--- config.mk ---
export PLATFORM = sky130hd
export DESIGN_NAME = alu_seq_flat
export DESIGN_NICKNAME = d
export VERILOG_FILES = /design/src/rtl/alu_pkg.sv /design/src/rtl/alu_seq_if.sv /design/src/rtl/alu_muldiv_iter.sv /design/src/rtl/alu_seq.sv /design/src/flat_wrapper.sv
export SDC_FILE = /design/constraint.sdc
export NUM_CORES = 1
export LEC_CHECK = 0
export BUFFER_PORTS_ARGS = -buffer_cell sky130_fd_sc_hd__buf_4
export CORE_ASPECT_RATIO = 1.75
export CORE_MARGIN = 4
export CORE_UTILIZATION = 44
export DETAILED_ROUTE_END_ITERATION = 8
export GPL_TIMING_DRIVEN = 0
export HOLD_SLACK_MARGIN = 0.12
export MAX_ROUTING_LAYER = met4
export PLACE_DENSITY = 0.63
export SYNTH_ARGS = -nofsm -noshare
export SYNTH_HDL_FRONTEND = slang
export SYNTH_SLANG_ARGS = --single-unit
export TNS_END_PERCENT = 10
--- constraint.sdc ---
create_clock -name clk -period 6.52 [get_ports clk]
set_clock_uncertainty 0.05 [all_clocks]
set_input_delay 0.652 -clock clk [delete_from_list [all_inputs] [get_ports clk]]
set_output_delay 0.652 -clock clk [all_outputs]
set_load 0.02 [all_outputs]
--- src/rtl/alu_pkg.sv ---
// Shared opcode map, CCR bit positions and FSM encoding for the sequential ALU.
package alu_pkg;

  localparam logic [3:0] OP_NOP_A = 4'h0;
  localparam logic [3:0] OP_NOP_B = 4'h1;
  localparam logic [3:0] OP_NOT_A = 4'h2;
  localparam logic [3:0] OP_AND   = 4'h3;
  localparam logic [3:0] OP_OR    = 4'h4;
  localparam logic [3:0] OP_XOR   = 4'h5;
  localparam logic [3:0] OP_ADD   = 4'h6;
  localparam logic [3:0] OP_SUB   = 4'h7;
  localparam logic [3:0] OP_MUL   = 4'h8;
  localparam logic [3:0] OP_DIV   = 4'h9;
  localparam logic [3:0] OP_MOD   = 4'hA;
  localparam logic [3:0] OP_CLR_C = 4'hB;
  localparam logic [3:0] OP_SET_C = 4'hC;

  localparam int unsigned CCR_N = 3;
  localparam int unsigned CCR_Z = 2;
  localparam int unsigned CCR_V = 1;
  localparam int unsigned CCR_C = 0;

  typedef enum logic [1:0] {
    ST_IDLE   = 2'd0,
    ST_ITER   = 2'd1,
    ST_FINISH = 2'd2
  } state_t;

  function automatic logic is_iter_op(input logic [3:0] op);
    return (op == OP_MUL) || (op == OP_DIV) || (op == OP_MOD);
  endfunction

endpackage

--- src/rtl/alu_seq_if.sv ---
// Operation request / result bundle between the register file side and the ALU.
interface alu_seq_if #(
  parameter int WIDTH = 16
);
  logic             start;
  logic [3:0]       operation;
  logic [WIDTH-1:0] reg_a;
  logic [WIDTH-1:0] reg_b;
  logic             busy;
  logic             done;
  logic [WIDTH-1:0] c_out;
  logic [3:0]       ccr;

  modport master (
    output start, operation, reg_a, reg_b,
    input  busy, done, c_out, ccr
  );

  modport slave (
    input  start, operation, reg_a, reg_b,
    output busy, done, c_out, ccr
  );
endinterface

--- src/rtl/alu_muldiv_iter.sv ---
// One-bit-per-cycle unsigned shift-add multiplier and restoring divider.
// {hi,lo} holds the product, or remainder/quotient, after WIDTH steps.
module alu_muldiv_iter #(
  parameter int WIDTH = 16
) (
  input  logic             clk,
  input  logic             rst,
  input  logic             load,
  input  logic             step,
  input  logic             is_mul,
  input  logic [WIDTH-1:0] op_a,
  input  logic [WIDTH-1:0] op_b,
  output logic [WIDTH-1:0] hi,
  output logic [WIDTH-1:0] lo
);
  logic [WIDTH-1:0] acc, q, m;
  logic             mode_mul;
  logic [WIDTH:0]   sum, part, diff;

  always_comb begin
    sum  = {1'b0, acc} + (q[0] ? {1'b0, m} : '0);
    part = {acc, q[WIDTH-1]};
    diff = part - {1'b0, m};
  end

  // acc is the shared accumulator: product high half for mul, partial remainder for div
  always_ff @(posedge clk or posedge rst) begin
    if (rst) begin
      acc      <= '0;
      q        <= '0;
      m        <= '0;
      mode_mul <= 1'b0;
    end else if (load) begin
      acc      <= '0;
      q        <= op_a;
      m        <= op_b;
      mode_mul <= is_mul;
    end else if (step) begin
      if (mode_mul) begin
        {acc, q} <= {sum, q[WIDTH-1:1]};
      end else if (!diff[WIDTH]) begin
        acc <= diff[WIDTH-1:0];
        q   <= {q[WIDTH-2:0], 1'b1};
      end else begin
        acc <= part[WIDTH-1:0];
        q   <= {q[WIDTH-2:0], 1'b0};
      end
    end
  end

  assign hi = acc;
  assign lo = q;
endmodule

--- src/rtl/alu_seq.sv ---
// Multi-cycle ALU: single-cycle logic/add/sub, WIDTH-step mul/div/mod,
// persistent carry and registered {N,Z,V,C} flags behind a start/done handshake.
module alu_seq
  import alu_pkg::*;
#(
  parameter int WIDTH = 16
) (
  input logic       clk,
  input logic       rst,
  alu_seq_if.slave  bus
);
  localparam int unsigned CNT_W = $clog2(WIDTH) + 1;
  localparam logic [WIDTH-1:0] MIN_VAL = {1'b1, {(WIDTH-1){1'b0}}};

  state_t           state;
  logic [CNT_W-1:0] cnt;
  logic [3:0]       op_q;
  logic [WIDTH-1:0] a_q, b_q;
  logic             busy_r, done_r;
  logic [WIDTH-1:0] c_out_r;
  logic [3:0]       ccr_r;

  logic             accept, load_iter;
  logic [WIDTH-1:0] a_mag, b_mag, hi, lo;

  assign accept    = (state == ST_IDLE) && bus.start;
  assign load_iter = accept && is_iter_op(bus.operation);
  assign a_mag     = bus.reg_a[WIDTH-1] ? -bus.reg_a : bus.reg_a;
  assign b_mag     = bus.reg_b[WIDTH-1] ? -bus.reg_b : bus.reg_b;

  alu_muldiv_iter #(.WIDTH(WIDTH)) u_iter (
    .clk    (clk),
    .rst    (rst),
    .load   (load_iter),
    .step   (state == ST_ITER),
    .is_mul (bus.operation == OP_MUL),
    .op_a   (a_mag),
    .op_b   (b_mag),
    .hi     (hi),
    .lo     (lo)
  );

  logic             a_neg, b_neg, sgn_neg, mul_v, v, c;
  logic [2*WIDTH-1:0] prod, lim;
  logic [WIDTH-1:0] sgn_lo, rem, res;

  // Iteration ran on magnitudes; the low half of -prod depends only on lo,
  // so one negation serves both the product and the quotient.
  always_comb begin
    a_neg   = a_q[WIDTH-1];
    b_neg   = b_q[WIDTH-1];
    sgn_neg = a_neg ^ b_neg;
    prod    = {hi, lo};
    lim     = '0;
    lim[WIDTH-1] = 1'b1;
    mul_v   = sgn_neg ? (prod > lim) : (prod >= lim);
    sgn_lo  = sgn_neg ? -lo : lo;
    rem     = a_neg ? -hi : hi;
    res     = '0;
    v       = 1'b0;
    c       = ccr_r[CCR_C];
    case (op_q)
      OP_NOP_A: res = a_q;
      OP_NOP_B: res = b_q;
      OP_NOT_A: res = ~a_q;
      OP_AND:   res = a_q & b_q;
      OP_OR:    res = a_q | b_q;
      OP_XOR:   res = a_q ^ b_q;
      OP_ADD: begin
        {c, res} = {1'b0, a_q} + {1'b0, b_q};
        v = (a_neg == b_neg) && (res[WIDTH-1] != a_neg);
      end
      OP_SUB: begin
        res = a_q - b_q;
        c   = a_q < b_q;
        v   = (a_neg != b_neg) && (res[WIDTH-1] != a_neg);
      end
      OP_MUL: begin
        res = sgn_lo;
        v   = mul_v;
      end
      OP_DIV: begin
        if (b_q == '0) begin
          res = '1;
          v   = 1'b1;
        end else begin
          res = sgn_lo;
          v   = (a_q == MIN_VAL) && (b_q == '1);
        end
      end
      OP_MOD: begin
        if (b_q == '0) begin
          res = a_q;
          v   = 1'b1;
        end else begin
          res = rem;
        end
      end
      OP_CLR_C: c = 1'b0;
      OP_SET_C: c = 1'b1;
      default: ;
    endcase
  end

  always_ff @(posedge clk or posedge rst) begin
    if (rst) begin
      state   <= ST_IDLE;
      cnt     <= '0;
      op_q    <= '0;
      a_q     <= '0;
      b_q     <= '0;
      busy_r  <= 1'b0;
      done_r  <= 1'b0;
      c_out_r <= '0;
      ccr_r   <= '0;
    end else begin
      done_r <= 1'b0;
      case (state)
        ST_IDLE: begin
          if (accept) begin
            op_q   <= bus.operation;
            a_q    <= bus.reg_a;
            b_q    <= bus.reg_b;
            busy_r <= 1'b1;
            if (is_iter_op(bus.operation)) begin
              cnt   <= CNT_W'(WIDTH);
              state <= ST_ITER;
            end else begin
              state <= ST_FINISH;
            end
          end
        end
        ST_ITER: begin
          cnt <= cnt - 1'b1;
          if (cnt == CNT_W'(1)) state <= ST_FINISH;
        end
        ST_FINISH: begin
          c_out_r <= res;
          ccr_r   <= {res[WIDTH-1], res == '0, v, c};
          done_r  <= 1'b1;
          busy_r  <= 1'b0;
          state   <= ST_IDLE;
        end
        default: state <= ST_IDLE;
      endcase
    end
  end

  assign bus.busy  = busy_r;
  assign bus.done  = done_r;
  assign bus.c_out = c_out_r;
  assign bus.ccr   = ccr_r;
endmodule

--- src/flat_wrapper.sv ---
// flat-port wrapper written by rule: the top's interface ports become plain ports
module alu_seq_flat import alu_pkg::*;
#(
  parameter int WIDTH = 16
)
  (clk, rst, bus_start, bus_operation, bus_reg_a, bus_reg_b, bus_busy, bus_done, bus_c_out, bus_ccr);
  alu_seq_if #(.WIDTH(WIDTH)) bus_i ();
  input logic clk;
  input logic rst;
  input wire logic [$bits(bus_i.start)-1:0] bus_start;
  input wire logic [$bits(bus_i.operation)-1:0] bus_operation;
  input wire logic [$bits(bus_i.reg_a)-1:0] bus_reg_a;
  input wire logic [$bits(bus_i.reg_b)-1:0] bus_reg_b;
  output wire logic [$bits(bus_i.busy)-1:0] bus_busy;
  output wire logic [$bits(bus_i.done)-1:0] bus_done;
  output wire logic [$bits(bus_i.c_out)-1:0] bus_c_out;
  output wire logic [$bits(bus_i.ccr)-1:0] bus_ccr;
  assign bus_i.start = bus_start;
  assign bus_i.operation = bus_operation;
  assign bus_i.reg_a = bus_reg_a;
  assign bus_i.reg_b = bus_reg_b;
  assign bus_busy = bus_i.busy;
  assign bus_done = bus_i.done;
  assign bus_c_out = bus_i.c_out;
  assign bus_ccr = bus_i.ccr;
  alu_seq #(.WIDTH(WIDTH)) u_core (.clk(clk), .rst(rst), .bus(bus_i));
endmodule
==> qor.txt, run 1 <==
status: finished clean
Synth cell types: 89
Syn Inst Count: 1415
Sink Count: 113
max-cap viol count: 0
Critical Path Max Stage Delay: 0.59 ns
Setup crit start kind: flip-flop
top_reg_cell synth: dfrtp_1
WL/cell: 26.3 um
Die Span X: 128 um
TritonCTS clock tree: yes
compound-gate portion of the synthesized area: 27.2%
Post-DP HPWL: 38800 um
largest family of logic cells by synthesized area: compound AO/OA/AOI/OAI gates
Peak VDD IR: 329 uV
warnings from Yosys: 0
Worst Slack Setup Final: 1.39 ns
Post-synth EDFFs: 0
routability cong.: 1.01
Netlist Area Pre-Place: 11100 um2
routing usage on met1: 35.3%
minimum clock period: 5.13 ns
crit path capture type: flip-flop
Final period util: 78.6%
die area: 27900 um2
Min Hold Slack: 0.182 ns
fin cells: 1819
gr ovfl total: 0
cell family with most CP delay: buffers and inverters
crit path cell chain: clkbuf_1 -> clkinv_1 -> ha_1 -> clkbuf_1 -> mux2i_1 -> nor2b_1 -> a211oi_1 -> o211ai_1 -> nor3_1 -> nand3_1 -> nor3_1 -> and4_1 -> o2111ai_1 -> o41ai_2
Min-Delay Path Class: primary input to async pin
initial antenna violation count: 0
core area: 24700 um2
R2R Setup Slk: 1.39 ns
IO Port Bufs: 60
fmax: 0.195 GHz
reg2reg path depth: 14
largest net degree at the start of global routing: 73
Total GRT Usage: 35.4%
leading cell type in the layout, fill and taps excluded: nand2_1
final count of hold timing violations: 0
initial DRC count: 665
remaining antenna violation count: 0
syn nets: 1546
diode count: 0
Slew Viols, Final: 0
CP Buf/Inv Count: 3
Pleak: 0.00546 uW
CTS resizes: 0
sequential share of the synthesized area: 25.5%
height of the die: 218 um
global-route wire length before repair: 71200 um
I/O Pins: 61
total CTS buffers: 17
grt met3 use: 4.22%
WP data required: 6.82 ns
number of fill cells: 2517
Mapped Avg Cell Area: 7.84 um2
Setup CP Type: flip-flop to flip-flop
worst-path fanout max: 8
RSZ-0062 raised after global routing: no
gr busiest metal: met2
later-pin clock latency in the skew report: 0.45 ns
vias in the first global route: 11700
pwr dens: 561 nW/um2
Hold Buf Count CTS: 0
Total Routed Length: 47800 um
most frequent cells in the layout: nand2_1 (158), o21ai_0 (132), dfrtp_1 (113), a21oi_1 (108), nor2_1 (107)
Initial Utilization: 44.9%
row cnt: 76
share of cells above drive strength 1: 10.6%
DP Cell Count: 1788
fin util: 50.7%
CP Data Arrival Time: 5.43 ns
Reg clk slew, reported paths: 0.06 ns
Residual DRC: 0
Synth Area in Simple Gates: 19.2%
Root Driver: clkbuf_16
area of the multi-input gates: 7570 um2
total negative slack: 0 ns
Adder-Cell Fraction of Synth Area: 10.6%
#FFs+latches synth: 113
post-synthesis mux area share: 4.19%
register area: 2830 um2
setup violators final: 0
DR vias: 11500
DP Worst Slack: 1.47 ns
H-tree depth: 4
GR Layer Usage met2: 61.9%
first drt pass iteration count: 5
xor/xnor cell area share of the yosys netlist: 6.88%
worst-margin pin slew: 1.09 ns
ys async rst share: 100%
Rel. slew slack: 27.2%
Area Growth Syn to Fin: 13.0%
critical path depth: 14
Max clock buf depth: 2
slowest stage cell, crit path: clkinv_1
vias per std cell: 6.30
Setup Fix Bufs, Post-CTS: 0
nets: 1626
## cell type report
type                    count  area share [%]
plain buffers              84            2.94
clock buffers              18            3.42
clock inverters            13            1.11
inverters                  90            2.73
multi-input cells        1128            60.3
flip-flops and latches    113            22.5
well taps                 312            3.11
repair buffers             61            3.81
## layer usage
layer | share of wire [%] | wire length [um]
met5 | 0 | 0
met4 | 9.4 | 4510
met3 | 4.2 | 2030
met2 | 51 | 24500
met1 | 35 | 16800
## stage by stage
step                total power [uW]  cell area [um2]
finish                          7030            12500
global route                    7500            12500
CTS                             6950            12500
detailed placement              5990            12000
global placement                5950            11900
floorplan                       4460            11100
## logic make-up after synthesis
logic type | Yosys count
compound gates | 467
xor+xnor | 85
fa+ha+maj | 92
buf+inv | 174
flops | 113
mux | 43
simple gates | 441
## worst paths after layout
kind                                          start                endpoint
worst max-delay path                 u_core.a_q[15]       u_core.bus.ccr[2]
max in group asynchronous                       rst     u_core.u_iter.m[13]
min in group clk                   bus_operation[0]  u_core.u_iter.mode_mul
worst min-delay path                            rst      u_core.u_iter.m[0]
worst max register to register       u_core.a_q[15]       u_core.bus.ccr[2]
worst min register to register  u_core.bus.c_out[5]     u_core.bus.c_out[5]
## report_power, final
part	internal [uW]	total, uW	switching (uW)
combinational	1700	4690	2990
clock	559	940	381
sequential	983	1400	420
## worst reg2reg max path: stages, from the launching register on
cell and delay, ns:
dfrtp_1 0.38, clkbuf_1 0.51, clkinv_1 0.59, ha_1 0.47
clkbuf_1 0.35, mux2i_1 0.51, nor2b_1 0.10, a211oi_1 0.29
o211ai_1 0.15, nor3_1 0.42, nand3_1 0.13, nor3_1 0.37
and4_1 0.33, o2111ai_1 0.15, o41ai_2 0.23
## cell usage after synthesis, drive strengths merged (5+ instances only)
library cell  count  share of area [%]
dfrtp           113                 25
o22ai            23                1.3
buf              28                1.4
and3              5               0.28
clkbuf           56                1.9
o31ai            15                1.0
nor2            107                3.6
a21oi           110                5.1
a21o             19                1.3
a2111oi           8               0.80
or3               8               0.50
a31oi            18                1.1
ha               88                9.9
a22o              5               0.39
nand4             7               0.39
a211o            10               0.79
mux2i            33                3.0
nor3             33                1.7
o21bai            9               0.61
o211ai           17                1.2
nor4             18                1.2
a211oi           17                1.2
mux2              8               0.81
a32oi             7               0.55
or2               7               0.39
nand2b           34                1.9
nor3b             5               0.34
nand3b            5               0.34
xnor2            30                2.4
o41ai            10               0.86
inv              86                2.9
a221oi            6               0.47
o21a              5               0.34
a2bb2oi           5               0.39
nor2b            16               0.90
nand2           158                5.3
a22oi            13               0.88
o21ai           136                6.1
o221ai            9               0.71
xor2             55                4.5
or4               5               0.41
nand3            24                1.2
## sequential cells by signal, indices dropped and copies added (netlist names)
| register | flops |
|---|---|
| u_core.bus.c_out | 15 |
| u_core.bus.done | 1 |
| u_core.u_iter.m | 16 |
| u_core.bus.ccr | 4 |
| u_core.a_q | 16 |
| u_core.b_q | 16 |
| u_core.op_q | 4 |
| u_core.u_iter.hi | 16 |
| u_core.u_iter.mode_mul | 1 |
| u_core.state | 2 |
| u_core.cnt | 5 |
| u_core.u_iter.lo | 16 |
| u_core.bus.busy | 1 |
(Power assumes the default switching activity.)
==> inputs of run 2 (changes only) <==
- ABC_AREA: not set -> 1
- clock period: 6.52 -> 4.9 ns (I/O delays scaled with it)
==> qor.txt, run 2 <==
Max clock buf depth: 2
TritonCTS clock tree: yes
Min-Delay Path Class: primary input to flip-flop
Post-DP HPWL: 40100 um
initial antenna violation count: 0
Root Driver: clkbuf_16
setup violators final: 0
largest net degree at the start of global routing: 85
max layer used: met4
slowest stage cell, crit path: nor2_1
top cells by area, synth: dfrtp_1 (24%), nand2_1 (17%), ha_1 (9.5%)
Synth cell types: 44
Final period util: 72.1%
global-route wire length before repair: 72800 um
number of fill cells: 2759
worst-margin pin slew: 1.33 ns
fmax: 0.283 GHz
Total GRT Usage: 34.6%
routability cong.: 1.08
reg2reg path depth: 18
crit path cell chain: buf_2 -> clkinv_1 -> ha_1 -> buf_2 -> inv_1 -> o21ai_0 -> nand2_1 -> nand2_1 -> nand2_1 -> nor2_1 -> nand3_1 -> nor2_1 -> nand3_1 -> nor2_1 -> nand3_1 -> nor2_1 -> nand3_1 -> nand2_1
Area Growth Syn to Fin: 12.9%
#FFs+latches synth: 113
row cnt: 78
Setup crit start kind: flip-flop
sequential share of the synthesized area: 24.5%
nets: 2087
vias in the first global route: 12800
cell with the most instances after synthesis: nand2_1
most frequent cells in the layout: nand2_1 (509), inv_1 (256), nor2_1 (190), nand3_1 (188), o21ai_0 (162)
commonest cells in the netlist: nand2_1 (509), inv_1 (257), nor2_1 (190), nand3_1 (188), o21ai_0 (162)
max-cap viol count: 0
Placed Area: 12400 um2
I/O Pins: 61
Design Area, Final: 13100 um2
vias per std cell: 5.63
WP data required: 5.22 ns
worst hold endpoint: u_core.u_iter.mode_mul
Mapped Avg Cell Area: 6.17 um2
DR vias: 12900
leading area contributor after synthesis: dfrtp_1
crit path capture type: flip-flop
Slew Viols, Final: 0
Peak VDD IR: 378 uV
syn nets: 2006
Worst R2R Start: u_core.a_q[15]
met2 WL: 24700 um
Netlist Area Pre-Place: 11600 um2
Met1 Routed Length: 16000 um
Critical Path Max Stage Delay: 0.44 ns
core area: 26000 um2
later-pin clock latency in the skew report: 0.43 ns
IO Port Bufs: 60
Total Routed Length: 48200 um
pwr dens: 822 nW/um2
Initial Utilization: 44.5%
Reg clk slew, reported paths: 0.06 ns
Residual DRC: 0
total CTS buffers: 17
CP Data Arrival Time: 3.85 ns
Rel. slew slack: 10.1%
Pleak: 0.00682 uW
Min Hold Slack: 0.199 ns
ys async rst share: 100%
leading cell type in the layout, fill and taps excluded: nand2_1
CP startpoint: u_core.a_q[15]
warnings from Yosys: 0
metal3 WL: 1840 um
Min-Delay Path Depth: 2
diode count: 0
gr ovfl total: 0
Syn Inst Count: 1875
H-tree depth: 4
top_reg_cell synth: dfrtp_1
height of the die: 222 um
share of cells above drive strength 1: 7.47%
top-area cell type share of the netlist area: 24.5%
status: finished clean
Critical R2R Capture: u_core.bus.ccr[2]
Post-synth EDFFs: 0
R2R Setup Slk: 1.37 ns
first drt pass iteration count: 5
Die Span X: 131 um
RSZ-0062 raised after global routing: no
remaining antenna violation count: 0
hold_sp: bus_operation[0]
WL/cell: 21.1 um
die area: 29000 um2
worst-path fanout max: 9
Setup CP Type: flip-flop to flip-flop
Sink Count: 113
final count of hold timing violations: 0
minimum clock period: 3.53 ns
initial DRC count: 695
==> run 2: cell count changes in the layout (fill, tap and decap cells not counted), moves of 25 or more <==
| cell | before | now |
|---|---|---|
| nand2_1 | 158 | 509 |
| nand3_1 | 22 | 188 |
| nand2b_1 | 34 | 0 |
| o21ai_0 | 132 | 162 |
| xor2_1 | 54 | 23 |
| inv_1 | 85 | 256 |
| mux2i_1 | 33 | 0 |
| clkbuf_1 | 55 | 30 |
| nor2_1 | 107 | 190 |
==> run 2: worst max-delay path, delay by kind of cell (launching register included) <==
kind	cells	cell delay (ns)
AO/OA/AOI/OAI	1	0.15
adder cells (fa/ha/maj)	1	0.41
buffers and inverters	4	0.90
flip-flops	1	0.40
AND/OR/NAND/NOR	12	1.55
==> run 2: report_power, final <==
| group | switching [uW] | internal, uW |
|---|---|---|
| clock network | 470 | 787 |
| registers | 680 | 1370 |
| logic | 5100 | 2330 |
==> run 2: worst max-delay path by stage <==
stage | end | slack (ns) | cells after the start
global route | u_core.bus.ccr[2] | 1.19 | 18
global placement | u_core.bus.c_out[11] | -0.05 | 2
finish | u_core.bus.ccr[2] | 1.37 | 18
floorplan | u_core.a_q[0] | 1.37 | 1
CTS | u_core.bus.ccr[2] | 1.47 | 18
detailed placement | u_core.bus.ccr[2] | 1.49 | 18
==> run 2: cells by family (layout without fill, tap and decap cells) <==
family / after synthesis / count (layout) / synth area share [%]
AOI/OAI and AO/OA: 345 / 345 / 16.6
and+or+nand+nor: 967 / 967 / 35.2
xor gates and xnor gates: 31 / 31 / 2.35
adders and majority gates: 92 / 92 / 10.2
buffers and inverters: 327 / 421 / 11.2
DFF: 113 / 113 / 24.5
==> run 2: through the flow <==
step                      cells  utilization [%]  setup WS, ns  total power, uW  setup TNS, ns
after global routing       2289             50.3          1.19            11700              0
after CTS                  2289             50.3          1.47            10600              0
after floorplan            1875                -          1.37             6840              0
final                      2289             50.3          1.37            10700              0
after detailed placement   2256             48.0          1.49             9360              0
after global placement     2255             47.8       -0.0501             9290          -2.77
==> run 2: cell type report <==
class                           instances  area [um2]  share of cell area (%)
Tap cell                              320         400                    3.07
Clock buffer                           20         467                    3.57
Timing Repair Buffer                   62         488                    3.74
Sequential cell                       113        2830                    21.7
Clock inverter                         12         134                    1.03
Inverter                              267        1010                    7.71
Buffer                                 60         297                    2.27
Multi-Input combinational cell       1435        7440                    57.0
==> run 2: repair_timing <==
action / CTS / global route
hold buffers: 1 / 0
setup buffers: 0 / 0
hold endpoints to repair: 29 / 0
resized for setup: 0 / 0
==> run 2: per-layer routing <==
layer	GRT usage [%]	vias up
li1	-	6290
met1	32.6	5956
met2	58.9	448
met3	4.19	202
met4	32.1	0
met5	-	-
